===== config.mk =====
export PLATFORM = sky130hd
export DESIGN_NAME = mem_bus_arbiter_flat
export DESIGN_NICKNAME = d
export VERILOG_FILES = /design/src/rtl/mem_bus_arbiter_if.sv /design/src/rtl/mem_bus_arbiter.sv /design/src/flat_wrapper.sv
export SDC_FILE = /design/constraint.sdc
export NUM_CORES = 1
export LEC_CHECK = 0
export CAP_MARGIN = 0
export CORE_UTILIZATION = 42
export CTS_CLUSTER_DIAMETER = 60
export DETAILED_ROUTE_END_ITERATION = 12
export GPL_TIMING_DRIVEN = 0
export MAX_ROUTING_LAYER = met4
export PLACE_DENSITY = 0.85
export SLEW_MARGIN = 20
export SYNTH_ARGS = -nofsm -noshare
export SYNTH_HDL_FRONTEND = slang
export SYNTH_SLANG_ARGS = --single-unit

===== constraint.sdc =====
create_clock -name clk -period 3.5 [get_ports clk]
set_clock_uncertainty 0.15 [all_clocks]
set_input_delay 0.35 -clock clk [delete_from_list [all_inputs] [get_ports clk]]
set_output_delay 0.35 -clock clk [all_outputs]
set_load 0.02 [all_outputs]

===== src/rtl/mem_bus_arbiter_if.sv =====
// Shared memory bus bundle: two requester ports, the memory side,
// and the arbiter status outputs.
interface mem_bus_arbiter_if;
  logic [31:0] p0_addr;
  logic [31:0] p0_wdata;
  logic [1:0]  p0_width;
  logic        p0_read;
  logic        p0_write;
  logic        p0_ok;
  logic [31:0] p0_rdata;
  logic        p0_err;

  logic [31:0] p1_addr;
  logic [31:0] p1_wdata;
  logic [1:0]  p1_width;
  logic        p1_read;
  logic        p1_write;
  logic        p1_ok;
  logic [31:0] p1_rdata;
  logic        p1_err;

  logic [31:0] mem_addr;
  logic [31:0] mem_wdata;
  logic [1:0]  mem_width;
  logic        mem_read;
  logic        mem_write;
  logic [31:0] mem_rdata;
  logic        mem_ok;

  logic        grant;
  logic        busy;

  modport master (
    output p0_addr, p0_wdata, p0_width, p0_read, p0_write,
    input  p0_ok, p0_rdata, p0_err,
    output p1_addr, p1_wdata, p1_width, p1_read, p1_write,
    input  p1_ok, p1_rdata, p1_err,
    input  mem_addr, mem_wdata, mem_width, mem_read, mem_write,
    output mem_rdata, mem_ok,
    input  grant, busy
  );

  modport slave (
    input  p0_addr, p0_wdata, p0_width, p0_read, p0_write,
    output p0_ok, p0_rdata, p0_err,
    input  p1_addr, p1_wdata, p1_width, p1_read, p1_write,
    output p1_ok, p1_rdata, p1_err,
    output mem_addr, mem_wdata, mem_width, mem_read, mem_write,
    input  mem_rdata, mem_ok,
    output grant, busy
  );
endinterface


===== src/rtl/mem_bus_arbiter.sv =====
// Two-port arbiter for the shared memory bus with a bus-wait watchdog.
// One transaction in flight; completion is routed only to the owner.
module mem_bus_arbiter #(
  parameter bit          RR_MODE = 1'b1,
  parameter int unsigned TIMEOUT = 1024,
  parameter int          CNT_W   = 11
) (
  input logic              clk,
  input logic              rst,
  mem_bus_arbiter_if.slave bus
);

  typedef enum logic [1:0] {
    IDLE,
    BUSY,
    DONE
  } state_t;

  localparam logic [CNT_W-1:0] CNT_LAST =
    CNT_W'(TIMEOUT - 1);

  state_t           state;
  state_t           state_nxt;
  logic [CNT_W-1:0] cnt;
  logic             last_grant;
  logic             req0;
  logic             req1;
  logic             win;
  logic             tmo;

  logic [31:0] w_addr;
  logic [31:0] w_wdata;
  logic [1:0]  w_width;
  logic        w_read;
  logic        w_write;

  assign req0 = bus.p0_read | bus.p0_write;
  assign req1 = bus.p1_read | bus.p1_write;
  assign tmo  = (TIMEOUT != 0) && (cnt == CNT_LAST);

  always_comb begin
    win = 1'b0;
    unique case ({req1, req0})
      2'b11:   win = RR_MODE ? ~last_grant : 1'b0;
      2'b10:   win = 1'b1;
      default: win = 1'b0;
    endcase
  end

  // Write wins when a port raises both strobes.
  always_comb begin
    w_addr  = win ? bus.p1_addr  : bus.p0_addr;
    w_wdata = win ? bus.p1_wdata : bus.p0_wdata;
    w_width = win ? bus.p1_width : bus.p0_width;
    w_write = win ? bus.p1_write : bus.p0_write;
    w_read  = (win ? bus.p1_read : bus.p0_read) & ~w_write;
  end

  always_comb begin
    state_nxt = state;
    unique case (state)
      IDLE:    if (req0 | req1) state_nxt = BUSY;
      BUSY:    if (bus.mem_ok | tmo) state_nxt = DONE;
      DONE:    state_nxt = IDLE;
      default: state_nxt = IDLE;
    endcase
  end

  always_ff @(posedge clk) begin
    if (rst) begin
      state         <= IDLE;
      cnt           <= '0;
      last_grant    <= 1'b1;
      bus.grant     <= 1'b0;
      bus.busy      <= 1'b0;
      bus.mem_addr  <= '0;
      bus.mem_wdata <= '0;
      bus.mem_width <= 2'd2;
      bus.mem_read  <= 1'b0;
      bus.mem_write <= 1'b0;
      bus.p0_ok     <= 1'b0;
      bus.p0_err    <= 1'b0;
      bus.p0_rdata  <= '0;
      bus.p1_ok     <= 1'b0;
      bus.p1_err    <= 1'b0;
      bus.p1_rdata  <= '0;
    end else begin
      state        <= state_nxt;
      bus.p0_ok    <= 1'b0;
      bus.p0_err   <= 1'b0;
      bus.p0_rdata <= '0;
      bus.p1_ok    <= 1'b0;
      bus.p1_err   <= 1'b0;
      bus.p1_rdata <= '0;
      unique case (state)
        IDLE: begin
          if (req0 | req1) begin
            bus.mem_addr  <= w_addr;
            bus.mem_wdata <= w_wdata;
            bus.mem_width <= w_width;
            bus.mem_read  <= w_read;
            bus.mem_write <= w_write;
            bus.grant     <= win;
            last_grant    <= win;
            bus.busy      <= 1'b1;
            cnt           <= '0;
          end
        end
        BUSY: begin
          if (bus.mem_ok) begin
            bus.mem_read  <= 1'b0;
            bus.mem_write <= 1'b0;
            if (bus.grant) begin
              bus.p1_ok    <= 1'b1;
              bus.p1_rdata <= bus.mem_write ? '0 : bus.mem_rdata;
            end else begin
              bus.p0_ok    <= 1'b1;
              bus.p0_rdata <= bus.mem_write ? '0 : bus.mem_rdata;
            end
          end else if (tmo) begin
            bus.mem_read  <= 1'b0;
            bus.mem_write <= 1'b0;
            if (bus.grant) begin
              bus.p1_ok  <= 1'b1;
              bus.p1_err <= 1'b1;
            end else begin
              bus.p0_ok  <= 1'b1;
              bus.p0_err <= 1'b1;
            end
          end else begin
            cnt <= cnt + 1'b1;
          end
        end
        DONE:    bus.busy <= 1'b0;
        default: ;
      endcase
    end
  end

endmodule


===== src/flat_wrapper.sv =====
// flat-port wrapper written by rule: the top's interface ports become plain ports
module mem_bus_arbiter_flat 
#(
  parameter bit          RR_MODE = 1'b1,
  parameter int unsigned TIMEOUT = 1024,
  parameter int          CNT_W   = 11
)
  (clk, rst, bus_p0_addr, bus_p0_wdata, bus_p0_width, bus_p0_read, bus_p0_write, bus_p0_ok, bus_p0_rdata, bus_p0_err, bus_p1_addr, bus_p1_wdata, bus_p1_width, bus_p1_read, bus_p1_write, bus_p1_ok, bus_p1_rdata, bus_p1_err, bus_mem_addr, bus_mem_wdata, bus_mem_width, bus_mem_read, bus_mem_write, bus_mem_rdata, bus_mem_ok, bus_grant, bus_busy);
  mem_bus_arbiter_if bus_i ();
  input logic clk;
  input logic rst;
  input wire logic [$bits(bus_i.p0_addr)-1:0] bus_p0_addr;
  input wire logic [$bits(bus_i.p0_wdata)-1:0] bus_p0_wdata;
  input wire logic [$bits(bus_i.p0_width)-1:0] bus_p0_width;
  input wire logic [$bits(bus_i.p0_read)-1:0] bus_p0_read;
  input wire logic [$bits(bus_i.p0_write)-1:0] bus_p0_write;
  output wire logic [$bits(bus_i.p0_ok)-1:0] bus_p0_ok;
  output wire logic [$bits(bus_i.p0_rdata)-1:0] bus_p0_rdata;
  output wire logic [$bits(bus_i.p0_err)-1:0] bus_p0_err;
  input wire logic [$bits(bus_i.p1_addr)-1:0] bus_p1_addr;
  input wire logic [$bits(bus_i.p1_wdata)-1:0] bus_p1_wdata;
  input wire logic [$bits(bus_i.p1_width)-1:0] bus_p1_width;
  input wire logic [$bits(bus_i.p1_read)-1:0] bus_p1_read;
  input wire logic [$bits(bus_i.p1_write)-1:0] bus_p1_write;
  output wire logic [$bits(bus_i.p1_ok)-1:0] bus_p1_ok;
  output wire logic [$bits(bus_i.p1_rdata)-1:0] bus_p1_rdata;
  output wire logic [$bits(bus_i.p1_err)-1:0] bus_p1_err;
  output wire logic [$bits(bus_i.mem_addr)-1:0] bus_mem_addr;
  output wire logic [$bits(bus_i.mem_wdata)-1:0] bus_mem_wdata;
  output wire logic [$bits(bus_i.mem_width)-1:0] bus_mem_width;
  output wire logic [$bits(bus_i.mem_read)-1:0] bus_mem_read;
  output wire logic [$bits(bus_i.mem_write)-1:0] bus_mem_write;
  input wire logic [$bits(bus_i.mem_rdata)-1:0] bus_mem_rdata;
  input wire logic [$bits(bus_i.mem_ok)-1:0] bus_mem_ok;
  output wire logic [$bits(bus_i.grant)-1:0] bus_grant;
  output wire logic [$bits(bus_i.busy)-1:0] bus_busy;
  assign bus_i.p0_addr = bus_p0_addr;
  assign bus_i.p0_wdata = bus_p0_wdata;
  assign bus_i.p0_width = bus_p0_width;
  assign bus_i.p0_read = bus_p0_read;
  assign bus_i.p0_write = bus_p0_write;
  assign bus_p0_ok = bus_i.p0_ok;
  assign bus_p0_rdata = bus_i.p0_rdata;
  assign bus_p0_err = bus_i.p0_err;
  assign bus_i.p1_addr = bus_p1_addr;
  assign bus_i.p1_wdata = bus_p1_wdata;
  assign bus_i.p1_width = bus_p1_width;
  assign bus_i.p1_read = bus_p1_read;
  assign bus_i.p1_write = bus_p1_write;
  assign bus_p1_ok = bus_i.p1_ok;
  assign bus_p1_rdata = bus_i.p1_rdata;
  assign bus_p1_err = bus_i.p1_err;
  assign bus_mem_addr = bus_i.mem_addr;
  assign bus_mem_wdata = bus_i.mem_wdata;
  assign bus_mem_width = bus_i.mem_width;
  assign bus_mem_read = bus_i.mem_read;
  assign bus_mem_write = bus_i.mem_write;
  assign bus_i.mem_rdata = bus_mem_rdata;
  assign bus_i.mem_ok = bus_mem_ok;
  assign bus_grant = bus_i.grant;
  assign bus_busy = bus_i.busy;
  mem_bus_arbiter #(.RR_MODE(RR_MODE), .TIMEOUT(TIMEOUT), .CNT_W(CNT_W)) u_core (.clk(clk), .rst(rst), .bus(bus_i));
endmodule

==> impl_table.tex, run 1 <==
\begin{tabular}{lr}
\hline
Metric & Value \\
\hline
\multicolumn{2}{l}{\textbf{Clocking}} \\
Buffer cell driving the clock tree root & clkbuf\_16 \\
Depth of the CTS H-tree & 4 \\
Max Buffers Root-to-Sink & 2 \\
Clock transition at the registers of the reported paths & $\sim$0.06 ns \\
Inserted Clock Buffers & 17 \\
TritonCTS sink count & 152 \\
Post-CTS Setup Inserts & 0 \\
Gates resized, CTS repair & 0 \\
Clock tree from TritonCTS & built \\
Clock latency of the later-clocked register in the worst-skew pair & approximately 0.41 ns \\
Count of hold-fix buffers inserted at cts & 0 \\
\multicolumn{2}{l}{\textbf{Logic synthesis}} \\
Total nets after synthesis & 759 \\
Asr flop ratio synth & 0\% \\
Post-synthesis instance area & 5750 µm² \\
Synthesized instance count & a little under 600 \\
Number of enable flip-flop cells after synthesis & 0 \\
Number of library cell types mapped by synthesis & 44 \\
Post-Syn Area per Cell & 9.79 µm² \\
Warnings from Yosys & 0 \\
Sequential cell area fraction in the yosys report & 53.0\% \\
Register bit count reported by yosys & 152 \\
Prevailing post-synth register cell & dfxtp\_1 \\
\multicolumn{2}{l}{\textbf{Worst setup path}} \\
CP endpoint kind & output port \\
R2r endpoint & u\_core.bus.mem\_write\$\_SDFFE\_PP0P\_ \\
Worst EP arrival & approximately 1.6 ns \\
Top cell family by delay on the critical path & buffers and inverters \\
Critical path buffers and inverters & 1 \\
CP cell instances & clkdlybuf4s50\_1 \\
Worst-case register-to-register setup slack & 1.48 ns \\
Critical-path maximum fanout & 7 \\
Depth of the critical timing path with buffers and inverters included & 1 \\
Launching element type of the critical path & register \\
Worst EP required & approximately 3.0 ns \\
Worst setup path category & register to output port \\
Worst flop-to-flop path startpoint & u\_core.cnt[0]\$\_SDFFE\_PP0P\_ \\
Delay of the slowest cell on the worst path & 0.67 ns \\
Worst R2R Path Depth & 5 \\
Cell with the largest stage delay on the worst path & clkdlybuf4s50\_1 \\
\multicolumn{2}{l}{\textbf{Floorplan}} \\
Number of core rows & 42 \\
Die boundary height & approximately 120 µm \\
Area enclosed by the die boundary & between 10000 and 15000 µm² \\
Io pins & slightly above 300 \\
Initial core utilization & 43.2\% \\
Core region area & 13300 µm² \\
Horizontal die dimension & 119 µm \\
\multicolumn{2}{l}{\textbf{Placement}} \\
Number of buffer cells added on primary ports & 308 \\
Final GP Congestion & 0.882 \\
Setup Slack @ Placement & 1.09 ns \\
Placed Cells & between 1000 and 1500 \\
Detail Placement HPWL & 14300 µm \\
\multicolumn{2}{l}{\textbf{Hold path}} \\
Tightest Hold Check Type & register to register \\
Cell depth of the worst min-delay path & 1 \\
Min-delay src & u\_core.cnt[10]\$\_SDFFE\_PP0P\_ \\
End point of the worst hold path & u\_core.cnt[10]\$\_SDFFE\_PP0P\_ \\
\multicolumn{2}{l}{\textbf{Route}} \\
Routed WL per cell & 17.0 µm \\
DRC violations left & 0 \\
Number of DRC markers after the initial detailed-route iteration & 215 \\
Post-route antenna net violation count & 0 \\
Count of TritonRoute iterations in the first routing pass & 4 \\
Final Routed Wirelength & 18800 µm \\
Detailed-route vias per instance & 5.07 \\
Routed via count & 5588 \\
\multicolumn{2}{l}{\textbf{Global route}} \\
GRT Overall Usage & 27.5\% \\
Number of global-route vias before repair & 5661 \\
Maximum number of pins on one net before global-route repair & 17 \\
Wire length of the first global-routing pass & 28900 µm \\
Grt ovf & 0 \\
Number of antenna violations at the first check in global routing & 0 \\
\multicolumn{2}{l}{\textbf{Flow run}} \\
Total of max-cap violations & 0 \\
\multicolumn{2}{l}{\textbf{Pwr}} \\
Static Leakage & 3.85 nW \\
Proportion of power drawn by the clock network & 37.8\% \\
Reported net switching power & about 0.0013 W \\
Total internal power & 0.00351 W \\
Reg power frac & approximately 40\% \\
Sw Ratio & 27.0\% \\
Total power density per cell area & 499 nW/µm² \\
Worst supply voltage drop on vdd & 296 µV \\
Logic gate share of total power & 22.2\% \\
\multicolumn{2}{l}{\textbf{Outcome}} \\
Status & complete, no violations \\
\multicolumn{2}{l}{\textbf{STA}} \\
Final TNS setup & 0 ns \\
Ratio of final minimum period to clock period & 59.8\% \\
Setup-failing EPs final & 0 \\
Highest attainable clock frequency & 478 MHz \\
Slew HR & 59.1\% \\
Minimum clock period & approximately 2.1 ns \\
Final setup margin & 1.41 ns \\
Number of hold-slack violations in the final timing report & 0 \\
Max Slew Vio Count & 0 \\
RSZ-0062 raised after global routing & no \\
Slew at the pin closest to its max-slew limit & 0.613 ns \\
\multicolumn{2}{l}{\textbf{Final layout}} \\
Post-layout nets & between 1000 and 1500 \\
Share of post-route cells with drive strength above 1 & slightly below 7\% \\
Antenna cells & 0 \\
Layout Area Growth over Synthesis & 67.7\% \\
Layout Cells excl Fill & approximately 1100 \\
\hline
\end{tabular}
==> placed cells by master, fill, tap and decap left out, types with 5 or more instances in the layout <==
cell / count
a211oi_1: 65
clkbuf_16: 17
nand2_1: 10
nand2b_1: 32
clkbuf_1: 21
buf_2: 20
o211ai_1: 13
nand3_1: 7
a31oi_1: 5
mux2i_1: 66
a21oi_1: 9
dfxtp_1: 152
nor2_1: 133
clkdlybuf4s50_1: 308
==> cells by family after synthesis <==
| kind of cell | Yosys count | share of synthesized area (%) |
|---|---|---|
| muxes | 66 | 11.5 |
| and+or+nand+nor | 215 | 17.8 |
| buffers and inverters | 49 | 4.42 |
| adders and majority gates | 1 | 0.218 |
| DFF | 152 | 53.0 |
| AOI/OAI and AO/OA | 104 | 13.1 |
==> how the worst max path moves through the flow <==
stage / slack (ns) / start / endpoint
4_1_cts: 1.38 / u_core.bus.mem_write$_SDFFE_PP0P_ / bus_mem_write
2_1_floorplan: 1.76 / u_core.cnt[0]$_SDFFE_PP0P_ / u_core.cnt[5]$_SDFFE_PP0P_
6_report: 1.41 / u_core.bus.mem_write$_SDFFE_PP0P_ / bus_mem_write
3_3_place_gp: 1.17 / bus_p1_write / u_core.bus.mem_wdata[24]$_SDFFE_PP0P_
5_1_grt: 1.34 / u_core.bus.mem_write$_SDFFE_PP0P_ / bus_mem_write
3_5_place_dp: 1.09 / bus_p1_write / u_core.bus.mem_wdata[4]$_SDFFE_PP0P_
==> synth_stat cells (5+ instances only) <==
cell      instances  area (µm²)
a211oi_1         65         488
a21oi_1           9        45.0
a31oi_1           5        31.3
buf_2            20         100
clkbuf_1         18        67.6
dfxtp_1         152        3040
mux2i_1          66         661
nand2_1          10        37.5
nand2b_1         32         200
nand3_1           7        35.0
nor2_1          133         499
o211ai_1         13        97.6
==> power groups by stage <==
| stage | combinational, W | sequential, W | clock [W] |
|---|---|---|---|
| after global routing | 0.00114 | 0.00193 | 0.00193 |
| after global placement | 0.00106 | 0.00195 | 0 |
| final | 0.00107 | 0.00192 | 0.00182 |
| after detailed placement | 0.00107 | 0.00196 | 0 |
| after CTS | 0.00107 | 0.00192 | 0.00183 |
| after floorplan | 0.000387 | 0.00208 | 0 |
==> layout make-up <==
type	count	area (µm²)
Clock buffer	20	437
Tap cell	176	220
Inverter	3	11.3
Clock inverter	11	149
Fill cell	996	3660
Multi-Input combinational cell	386	2450
Buffer	46	243
Sequential cell	152	3040
Timing Repair Buffer	308	3080
==> stage by stage <==
step | cell area, µm² | total power (W) | util [%] | hold slack, ns
2_1_floorplan | 5750 | 0.00247 | - | 0.307
3_3_place_gp | 9050 | 0.00301 | 68.1 | 0.315
3_5_place_dp | 9050 | 0.00302 | 68.1 | 0.316
4_1_cts | 9640 | 0.00483 | 72.5 | 0.324
5_1_grt | 9640 | 0.00500 | 72.5 | 0.339
6_report | 9640 | 0.00481 | 72.5 | 0.321
==> per-layer routing <==
| metal | wire length (µm) | vias up | GRT usage (%) |
|---|---|---|---|
| li1 | - | 2711 | - |
| met1 | 7620 | 2578 | 30.2 |
| met2 | 9310 | 256 | 46.9 |
| met3 | 1240 | 43 | 6.75 |
| met4 | 603 | 0 | 12.8 |
| met5 | 0 | - | - |
==> flip-flops by register name (all words and copies together) (netlist names) <==
register	flops
u_core.bus.mem_addr	32
u_core.bus.mem_wdata	32
u_core.bus.p0_rdata	32
u_core.bus.p1_rdata	32
u_core.cnt	11
u_core.bus.mem_width	2
u_core.state	2
u_core.bus.busy	1
u_core.bus.grant	1
u_core.bus.mem_read	1
u_core.bus.mem_write	1
u_core.bus.p0_err	1
u_core.bus.p0_ok	1
u_core.bus.p1_err	1
u_core.bus.p1_ok	1
u_core.last_grant	1
(Power assumes the default switching activity.)
==> run 2, diff against run 1 <==
- CORE_ASPECT_RATIO: unset -> 2
- CORE_UTILIZATION: 42 -> 39
- PLACE_DENSITY: 0.85 -> 0.8
- clock period: 3.5 -> 2.15 ns (I/O delays scaled with it)
==> run 2 against run 1 <==
Effect of this change:
- worst setup slack got worse by 1.3 ns
- cell area is 0.29% higher
- sequential power up 62%
- combinational power rose by 62%
- final cell count is 1.5% higher
- critical path depth grew 5
- first-iteration DRC count increased by 20%
- core utilization decreased by 5.1 points
- total power rose by 62%
- non-clock buffer count stayed put
- critical path type is now register to register
- critical endpoint is now u_core.cnt[5]$_SDFFE_PP0P_
- via count decreased by 1.7%
==> impl_table.tex, run 2 (synthesized netlist as in run 1, its figures left out) <==
\begin{tabular}{lr}
\hline
Metric & Value \\
\hline
\multicolumn{2}{l}{\textbf{Clocking}} \\
Max Buffers Root-to-Sink & 2 (unchanged) \\
Clock tree from TritonCTS & built \\
Buffer cell driving the clock tree root & clkbuf\_16 \\
Inserted Clock Buffers & 17 (unchanged) \\
Clock transition at the registers of the reported paths & 0.06 ns (about the same) \\
TritonCTS sink count & 152 (unchanged) \\
Clock latency of the later-clocked register in the worst-skew pair & 0.41 ns (about the same) \\
Count of hold-fix buffers inserted at cts & 0 (unchanged) \\
Gates resized, CTS repair & 0 (unchanged) \\
Depth of the CTS H-tree & 4 (unchanged) \\
Post-CTS Setup Inserts & 0 (unchanged) \\
\multicolumn{2}{l}{\textbf{Worst setup path}} \\
Start point of the critical path & u\_core.cnt[0]\$\_SDFFE\_PP0P\_ \\
Worst-case register-to-register setup slack & 0.15 ns (-1.33 ns) \\
CP endpoint kind & register \\
Worst EP arrival & 2.11 ns (+0.52 ns) \\
Delay of the slowest cell on the worst path & 0.41 ns (-0.26 ns) \\
R2r endpoint & u\_core.cnt[5]\$\_SDFFE\_PP0P\_ \\
Critical path buffers and inverters & 1 (unchanged) \\
CP cell instances & ha\_1, nand3\_2, or3\_1, buf\_2, a41oi\_1, a311oi\_1 \\
Depth of the critical timing path with buffers and inverters included & 6 (+5) \\
Launching element type of the critical path & register \\
Top cell family by delay on the critical path & simple AND/OR/NAND/NOR gates \\
Critical-path maximum fanout & 9 (+2) \\
Termination of the worst setup path & u\_core.cnt[5]\$\_SDFFE\_PP0P\_ \\
Worst R2R Path Depth & 6 (+1) \\
Worst setup path category & register to register \\
Cell with the largest stage delay on the worst path & or3\_1 \\
Worst EP required & 2.26 ns (-0.74 ns) \\
Worst flop-to-flop path startpoint & u\_core.cnt[0]\$\_SDFFE\_PP0P\_ \\
\multicolumn{2}{l}{\textbf{Floorplan}} \\
Core region area & 14400 µm² (+7.9\%) \\
Area enclosed by the die boundary & 15300 µm² (+7.8\%) \\
Horizontal die dimension & 87.8 µm (-26\%) \\
Initial core utilization & 40.0\% (-3.2 points) \\
Die boundary height & 174 µm (+46\%) \\
Number of core rows & 62 (+48\%) \\
Io pins & 309 (unchanged) \\
\multicolumn{2}{l}{\textbf{Flow run}} \\
Total of max-cap violations & 0 (unchanged) \\
\multicolumn{2}{l}{\textbf{STA}} \\
Number of hold-slack violations in the final timing report & 0 (unchanged) \\
Ratio of final minimum period to clock period & 92.9\% \\
Highest attainable clock frequency & 500 MHz \\
Slew HR & 59.2\% (+0.071 points) \\
RSZ-0062 raised after global routing & no \\
Max Slew Vio Count & 0 (unchanged) \\
Setup-failing EPs final & 0 (unchanged) \\
Slew at the pin closest to its max-slew limit & 0.612 ns (-0.00107 ns) \\
Final TNS setup & 0 ns (unchanged) \\
Minimum clock period & 2.00 ns \\
\multicolumn{2}{l}{\textbf{Route}} \\
Final Routed Wirelength & 17900 µm (-4.7\%) \\
Number of DRC markers after the initial detailed-route iteration & 258 (+20\%) \\
Routed via count & 5493 (-1.7\%) \\
DRC violations left & 0 (unchanged) \\
Routed WL per cell & 16.0 µm (-6.1\%) \\
Post-route antenna net violation count & 0 (unchanged) \\
Detailed-route vias per instance & 4.91 (-3.2\%) \\
Count of TritonRoute iterations in the first routing pass & 4 (unchanged) \\
\multicolumn{2}{l}{\textbf{Global route}} \\
Wire length of the first global-routing pass & 27500 µm (-4.9\%) \\
Number of antenna violations at the first check in global routing & 1 (+1) \\
Number of global-route vias before repair & 5401 (-4.6\%) \\
Grt ovf & 0 (unchanged) \\
Maximum number of pins on one net before global-route repair & 17 (unchanged) \\
GRT Overall Usage & 24.5\% (-3.0 points) \\
\multicolumn{2}{l}{\textbf{Placement}} \\
Final GP Congestion & 0.932 (+5.7\%) \\
Instance area at placement & 9070 µm² (+0.22\%) \\
Placed Cells & 1087 (+1.5\%) \\
Detail Placement HPWL & 14200 µm (-0.72\%) \\
Number of buffer cells added on primary ports & 308 (unchanged) \\
\multicolumn{2}{l}{\textbf{Final layout}} \\
Layout Cells excl Fill & 1119 (+1.5\%) \\
Commonest cells after routing, fill and taps aside & clkdlybuf4s50\_1, dfxtp\_1, nor2\_1, mux2i\_1, a211oi\_1 \\
Share of post-route cells with drive strength above 1 & 7.13\% (+0.32 points) \\
Post-layout nets & 1086 (unchanged) \\
Layout Area Growth over Synthesis & 68.1\% \\
Leading cell type in the layout, fill and taps excluded & clkdlybuf4s50\_1 \\
Final Cell Area & 9660 µm² (+0.29\%) \\
\multicolumn{2}{l}{\textbf{Pwr}} \\
Static Leakage & 3.87 nW (+0.50\%) \\
Worst supply voltage drop on vdd & 483 µV (+63\%) \\
Total power density per cell area & 805 nW/µm² (+61\%) \\
\multicolumn{2}{l}{\textbf{Hold path}} \\
Tightest Hold Check Type & primary input to register \\
\multicolumn{2}{l}{\textbf{Outcome}} \\
Status & complete, no violations \\
\hline
\end{tabular}
[run 2: cell types whose count changed in the layout (fill, tap and decap cells not counted), sizes merged]
cell	change
inv	+2
clkbuf	-2
diode	+1
clkinv	+1
bufinv	-1
[run 2: worst min path at each step]
stage | from | to | slack [ns] | cells after the start
2_1_floorplan | bus_mem_rdata[10] | u_core.bus.p1_rdata[10]$_SDFF_PP0_ | 0.22 | 2
3_3_place_gp | u_core.cnt[10]$_SDFFE_PP0P_ | u_core.cnt[10]$_SDFFE_PP0P_ | 0.31 | 1
3_5_place_dp | u_core.cnt[10]$_SDFFE_PP0P_ | u_core.cnt[10]$_SDFFE_PP0P_ | 0.32 | 1
4_1_cts | bus_mem_rdata[9] | u_core.bus.p1_rdata[9]$_SDFF_PP0_ | 0.21 | 3
5_1_grt | bus_mem_rdata[25] | u_core.bus.p1_rdata[25]$_SDFF_PP0_ | 0.22 | 3
6_report | bus_mem_rdata[25] | u_core.bus.p1_rdata[25]$_SDFF_PP0_ | 0.22 | 3
[run 2: cell type report]
type,count,area [µm²]
fill,1158,4690
clock buffer,18,439
inverter,3,11.3
timing repair buffer,308,3080
sequential,152,3040
multi-input combinational,386,2460
tap,192,240
clock inverter,13,145
buffer,46,243
antenna,1,2.50
[run 2: through the flow]
stage | worst slack, ns | utilization (%) | hold slack (ns) | total power (W)
after floorplan | 0.411 | - | 0.216 | 0.00402
final | 0.152 | 67.3 | 0.221 | 0.00778
after CTS | 0.0461 | 67.3 | 0.208 | 0.00785
after global routing | 0.0428 | 67.3 | 0.216 | 0.00809
after detailed placement | 0.0158 | 63.2 | 0.317 | 0.00491
after global placement | 0.0461 | 63.2 | 0.312 | 0.00490
[run 2: power breakdown]
part | switching (W) | internal [W] | total, W
logic | 0.000845 | 0.000884 | 0.00173
registers | 0.000109 | 0.00301 | 0.00312
clock network | 0.00119 | 0.00175 | 0.00293
[run 2: per-layer routing]
metal  up-vias  global-route usage (%)  wire length [µm]
met5         -                       -                 0
met4         0                    11.4               597
met3        36                    4.52              1020
met2       242                    45.8             10000
met1      2508                    23.0              6230
li1       2707                       -                 -
[run 2: worst register-to-register path, delay by kind of cell (launching register included)]
kind | cells | cell delay, ns
buf+inv | 1 | 0.17
flops | 1 | 0.40
fa+ha+maj | 1 | 0.23
compound gates | 2 | 0.28
simple gates | 2 | 0.64
==> run 3, diff against run 2 <==
- ABC_CLOCK_PERIOD_IN_PS: unset -> 1800
- CAP_MARGIN: 0 -> unset
- CORE_UTILIZATION: 39 -> 35
- PLACE_DENSITY: 0.8 -> 0.76
- clock period: 2.15 -> 1.8 ns (I/O delays scaled with it)
==> run 3 against run 2 <==
Effect of this change:
- wire length grew 2.2%
- total power grew 21%
- via count grew 0.35%
- global-route usage shrank 2.2 points
- sequential share of layout area shrank 0.53 points
- count of clock-buffer cells in the layout grew 2
- maximum frequency grew 12%
- core utilization shrank 5.6 points
- register-to-register slack lost 0.13 ns
- largest cell class unchanged
- largest power group unchanged
- highest routed layer unchanged
==> impl_table.tex, run 3 (synthesized netlist as in run 1, its figures left out) <==
\begin{tabular}{lr}
\hline
Metric & Value \\
\hline
\multicolumn{2}{l}{\textbf{Outcome}} \\
Status & complete, no violations \\
\multicolumn{2}{l}{\textbf{STA}} \\
Number of hold-slack violations in the final timing report & 0 (unchanged) \\
Highest attainable clock frequency & 563 MHz (+12\%) \\
Minimum clock period & 1.78 ns (-0.221 ns) \\
Slew HR & 60.3\% (+1.1 points) \\
Slew at the pin closest to its max-slew limit & 0.596 ns (-0.0159 ns) \\
RSZ-0062 raised after global routing & yes \\
Max Slew Vio Count & 0 (unchanged) \\
Ratio of final minimum period to clock period & 98.8\% (+5.8 points) \\
Setup-failing EPs final & 0 (unchanged) \\
\multicolumn{2}{l}{\textbf{Final layout}} \\
Leading cell type in the layout, fill and taps excluded & clkdlybuf4s50\_1 \\
Layout Area Growth over Synthesis & 71.3\% \\
Antenna cells & 0 (-1) \\
Fin util & 61.8\% (-5.6 points) \\
Share of post-route cells with drive strength above 1 & 9.29\% (+2.2 points) \\
Final Cell Area & 9850 µm² (+1.9\%) \\
Commonest cells after routing, fill and taps aside & clkdlybuf4s50\_1, dfxtp\_1, nor2\_1, mux2i\_1, a211oi\_1 \\
Post-layout nets & 1095 (+0.83\%) \\
\multicolumn{2}{l}{\textbf{Clocking}} \\
Max Buffers Root-to-Sink & 2 (unchanged) \\
Depth of the CTS H-tree & 4 (unchanged) \\
Clock transition at the registers of the reported paths & 0.06 ns (about the same) \\
Buffer cell driving the clock tree root & clkbuf\_16 \\
Count of hold-fix buffers inserted at cts & 0 (unchanged) \\
Clock latency of the later-clocked register in the worst-skew pair & 0.41 ns (about the same) \\
TritonCTS sink count & 152 (unchanged) \\
Clock tree from TritonCTS & built \\
Inserted Clock Buffers & 17 (unchanged) \\
\multicolumn{2}{l}{\textbf{Worst setup path}} \\
Delay of the slowest cell on the worst path & 0.38 ns (-0.03 ns) \\
Worst EP required & 1.91 ns (-0.35 ns) \\
Critical-path maximum fanout & 6 (-3) \\
Worst setup path category & register to register \\
Worst R2R Path Depth & 6 (unchanged) \\
Worst EP arrival & 1.89 ns (-0.22 ns) \\
Launching element type of the critical path & register \\
CP endpoint kind & register \\
Cell with the largest stage delay on the worst path & dfxtp\_4 \\
CP cell instances & ha\_4, nand3\_4, or3\_1, buf\_2, a41oi\_2, a311oi\_1 \\
\multicolumn{2}{l}{\textbf{Route}} \\
Final Routed Wirelength & 18300 µm (+2.2\%) \\
Routed WL per cell & 16.1 µm (+0.61\%) \\
Detailed-route vias per instance & 4.85 (-1.2\%) \\
Routed via count & 5512 (+0.35\%) \\
Count of TritonRoute iterations in the first routing pass & 4 (unchanged) \\
Number of DRC markers after the initial detailed-route iteration & 125 (-52\%) \\
Post-route antenna net violation count & 0 (unchanged) \\
DRC violations left & 0 (unchanged) \\
\multicolumn{2}{l}{\textbf{Floorplan}} \\
Io pins & 309 (unchanged) \\
Area enclosed by the die boundary & 17000 µm² (+11\%) \\
Die boundary height & 183 µm (+5.5\%) \\
Number of core rows & 65 (+4.8\%) \\
Core region area & 15900 µm² (+11\%) \\
Initial core utilization & 36.1\% (-4.0 points) \\
Horizontal die dimension & 92.6 µm (+5.4\%) \\
\multicolumn{2}{l}{\textbf{Hold path}} \\
Cell depth of the worst min-delay path & 4 (+1) \\
Tightest Hold Check Type & primary input to register \\
\multicolumn{2}{l}{\textbf{Pwr}} \\
Reported net switching power & 0.00260 W (+21\%) \\
Total power density per cell area & 956 nW/µm² (+19\%) \\
Sw Ratio & 27.6\% (+0.050 points) \\
Static Leakage & 3.97 nW (+2.4\%) \\
Proportion of power drawn by the clock network & 37.9\% (+0.2 points) \\
Total internal power & 0.00682 W (+21\%) \\
Logic gate share of total power & 22.5\% (+0.3 points) \\
Reg power frac & 39.6\% (-0.5 points) \\
Worst supply voltage drop on vdd & 577 µV (+20\%) \\
\multicolumn{2}{l}{\textbf{Global route}} \\
Wire length of the first global-routing pass & 28000 µm (+1.6\%) \\
Grt ovf & 0 (unchanged) \\
Maximum number of pins on one net before global-route repair & 17 (unchanged) \\
Number of antenna violations at the first check in global routing & 0 (-1) \\
GRT Overall Usage & 22.3\% (-2.2 points) \\
Number of global-route vias before repair & 5479 (+1.4\%) \\
\multicolumn{2}{l}{\textbf{Placement}} \\
Detail Placement HPWL & 14300 µm (+0.46\%) \\
Number of buffer cells added on primary ports & 308 (unchanged) \\
Final GP Congestion & 0.831 (-11\%) \\
Instance area at placement & 9080 µm² (+0.12\%) \\
\multicolumn{2}{l}{\textbf{Flow run}} \\
Total of max-cap violations & 0 (unchanged) \\
\hline
\end{tabular}
[run 3: changes by cell type in the layout (fill, tap and decap cells not counted), sizes merged]
| cell | change |
|---|---|
| clkbuf | +5 |
| diode | -1 |
| clkinvlp | +2 |
| dlygate4sd2 | +2 |
| clkinv | -4 |
| dlymetal6s2s | +4 |
| buf | +6 |
| clkdlybuf4s50 | -6 |
| inv | +1 |
[run 3: power by group through the flow]
| stage | clock [W] | combinational [W] | sequential [W] |
|---|---|---|---|
| 5_1_grt | 0.00378 | 0.00226 | 0.00376 |
| 6_report | 0.00357 | 0.00212 | 0.00373 |
| 3_5_place_dp | 0 | 0.00209 | 0.00380 |
| 2_1_floorplan | 0 | 0.000753 | 0.00405 |
| 3_3_place_gp | 0 | 0.00208 | 0.00379 |
| 4_1_cts | 0.00364 | 0.00211 | 0.00373 |
[run 3: cell type report]
cell class / instances / area [µm²]
clock buffer: 20 / 457
sequential: 152 / 3050
multi-input combinational: 386 / 2520
tap: 201 / 251
inverter: 3 / 11.3
fill: 1411 / 6090
clock inverter: 12 / 141
timing repair buffer: 317 / 3160
buffer: 46 / 262
[run 3: worst max-delay path: cells and delay by family, from the launching register on]
kind | cells | cell delay [ns]
AND/OR/NAND/NOR | 2 | 0.50
flip-flops | 1 | 0.38
AO/OA/AOI/OAI | 2 | 0.27
buffers and inverters | 1 | 0.17
adder cells (fa/ha/maj) | 1 | 0.16
[run 3: final timing paths]
path	start	end	slack [ns]
worst max-delay path	u_core.cnt[0]$_SDFFE_PP0P_	u_core.cnt[5]$_SDFFE_PP0P_	0.02
worst max register to register	u_core.cnt[0]$_SDFFE_PP0P_	u_core.cnt[5]$_SDFFE_PP0P_	0.02
worst min register to register	u_core.cnt[10]$_SDFFE_PP0P_	u_core.cnt[10]$_SDFFE_PP0P_	0.33
worst min-delay path	bus_p0_write	u_core.bus.mem_read$_SDFFE_PP0P_	0.18
[run 3: repair_timing]
item	CTS	global route
resized for setup	14	18
gates cloned	0	0
pin swaps	1	1
endpoints found under the setup margin	26	40
setup buffers	4	5
[run 3: per-stage QoR]
| stage | TNS (ns) | hold WS [ns] | cells | worst slack, ns | total power [W] |
|---|---|---|---|---|---|
| after global placement | -38.07 | 0.312 | 1096 | -0.451 | 0.00587 |
| after detailed placement | -38.99 | 0.321 | 1096 | -0.483 | 0.00589 |
| final | 0 | 0.180 | 1137 | 0.0223 | 0.00941 |
| after CTS | 0 | 0.167 | 1132 | 0.00370 | 0.00948 |
| after global routing | -0.0684 | 0.191 | 1137 | -0.0431 | 0.00979 |
| after floorplan | 0 | 0.181 | 587 | 0.0614 | 0.00481 |
[run 3: routing by layer]
| metal | vias to the layer above | part of all wire (%) | global-route usage (%) |
|---|---|---|---|
| li1 | 2729 | - | - |
| met1 | 2514 | 36 | 20.9 |
| met2 | 238 | 57 | 42.8 |
| met3 | 31 | 4.7 | 4.31 |
| met4 | 0 | 2.8 | 9.69 |
| met5 | - | 0 | - |
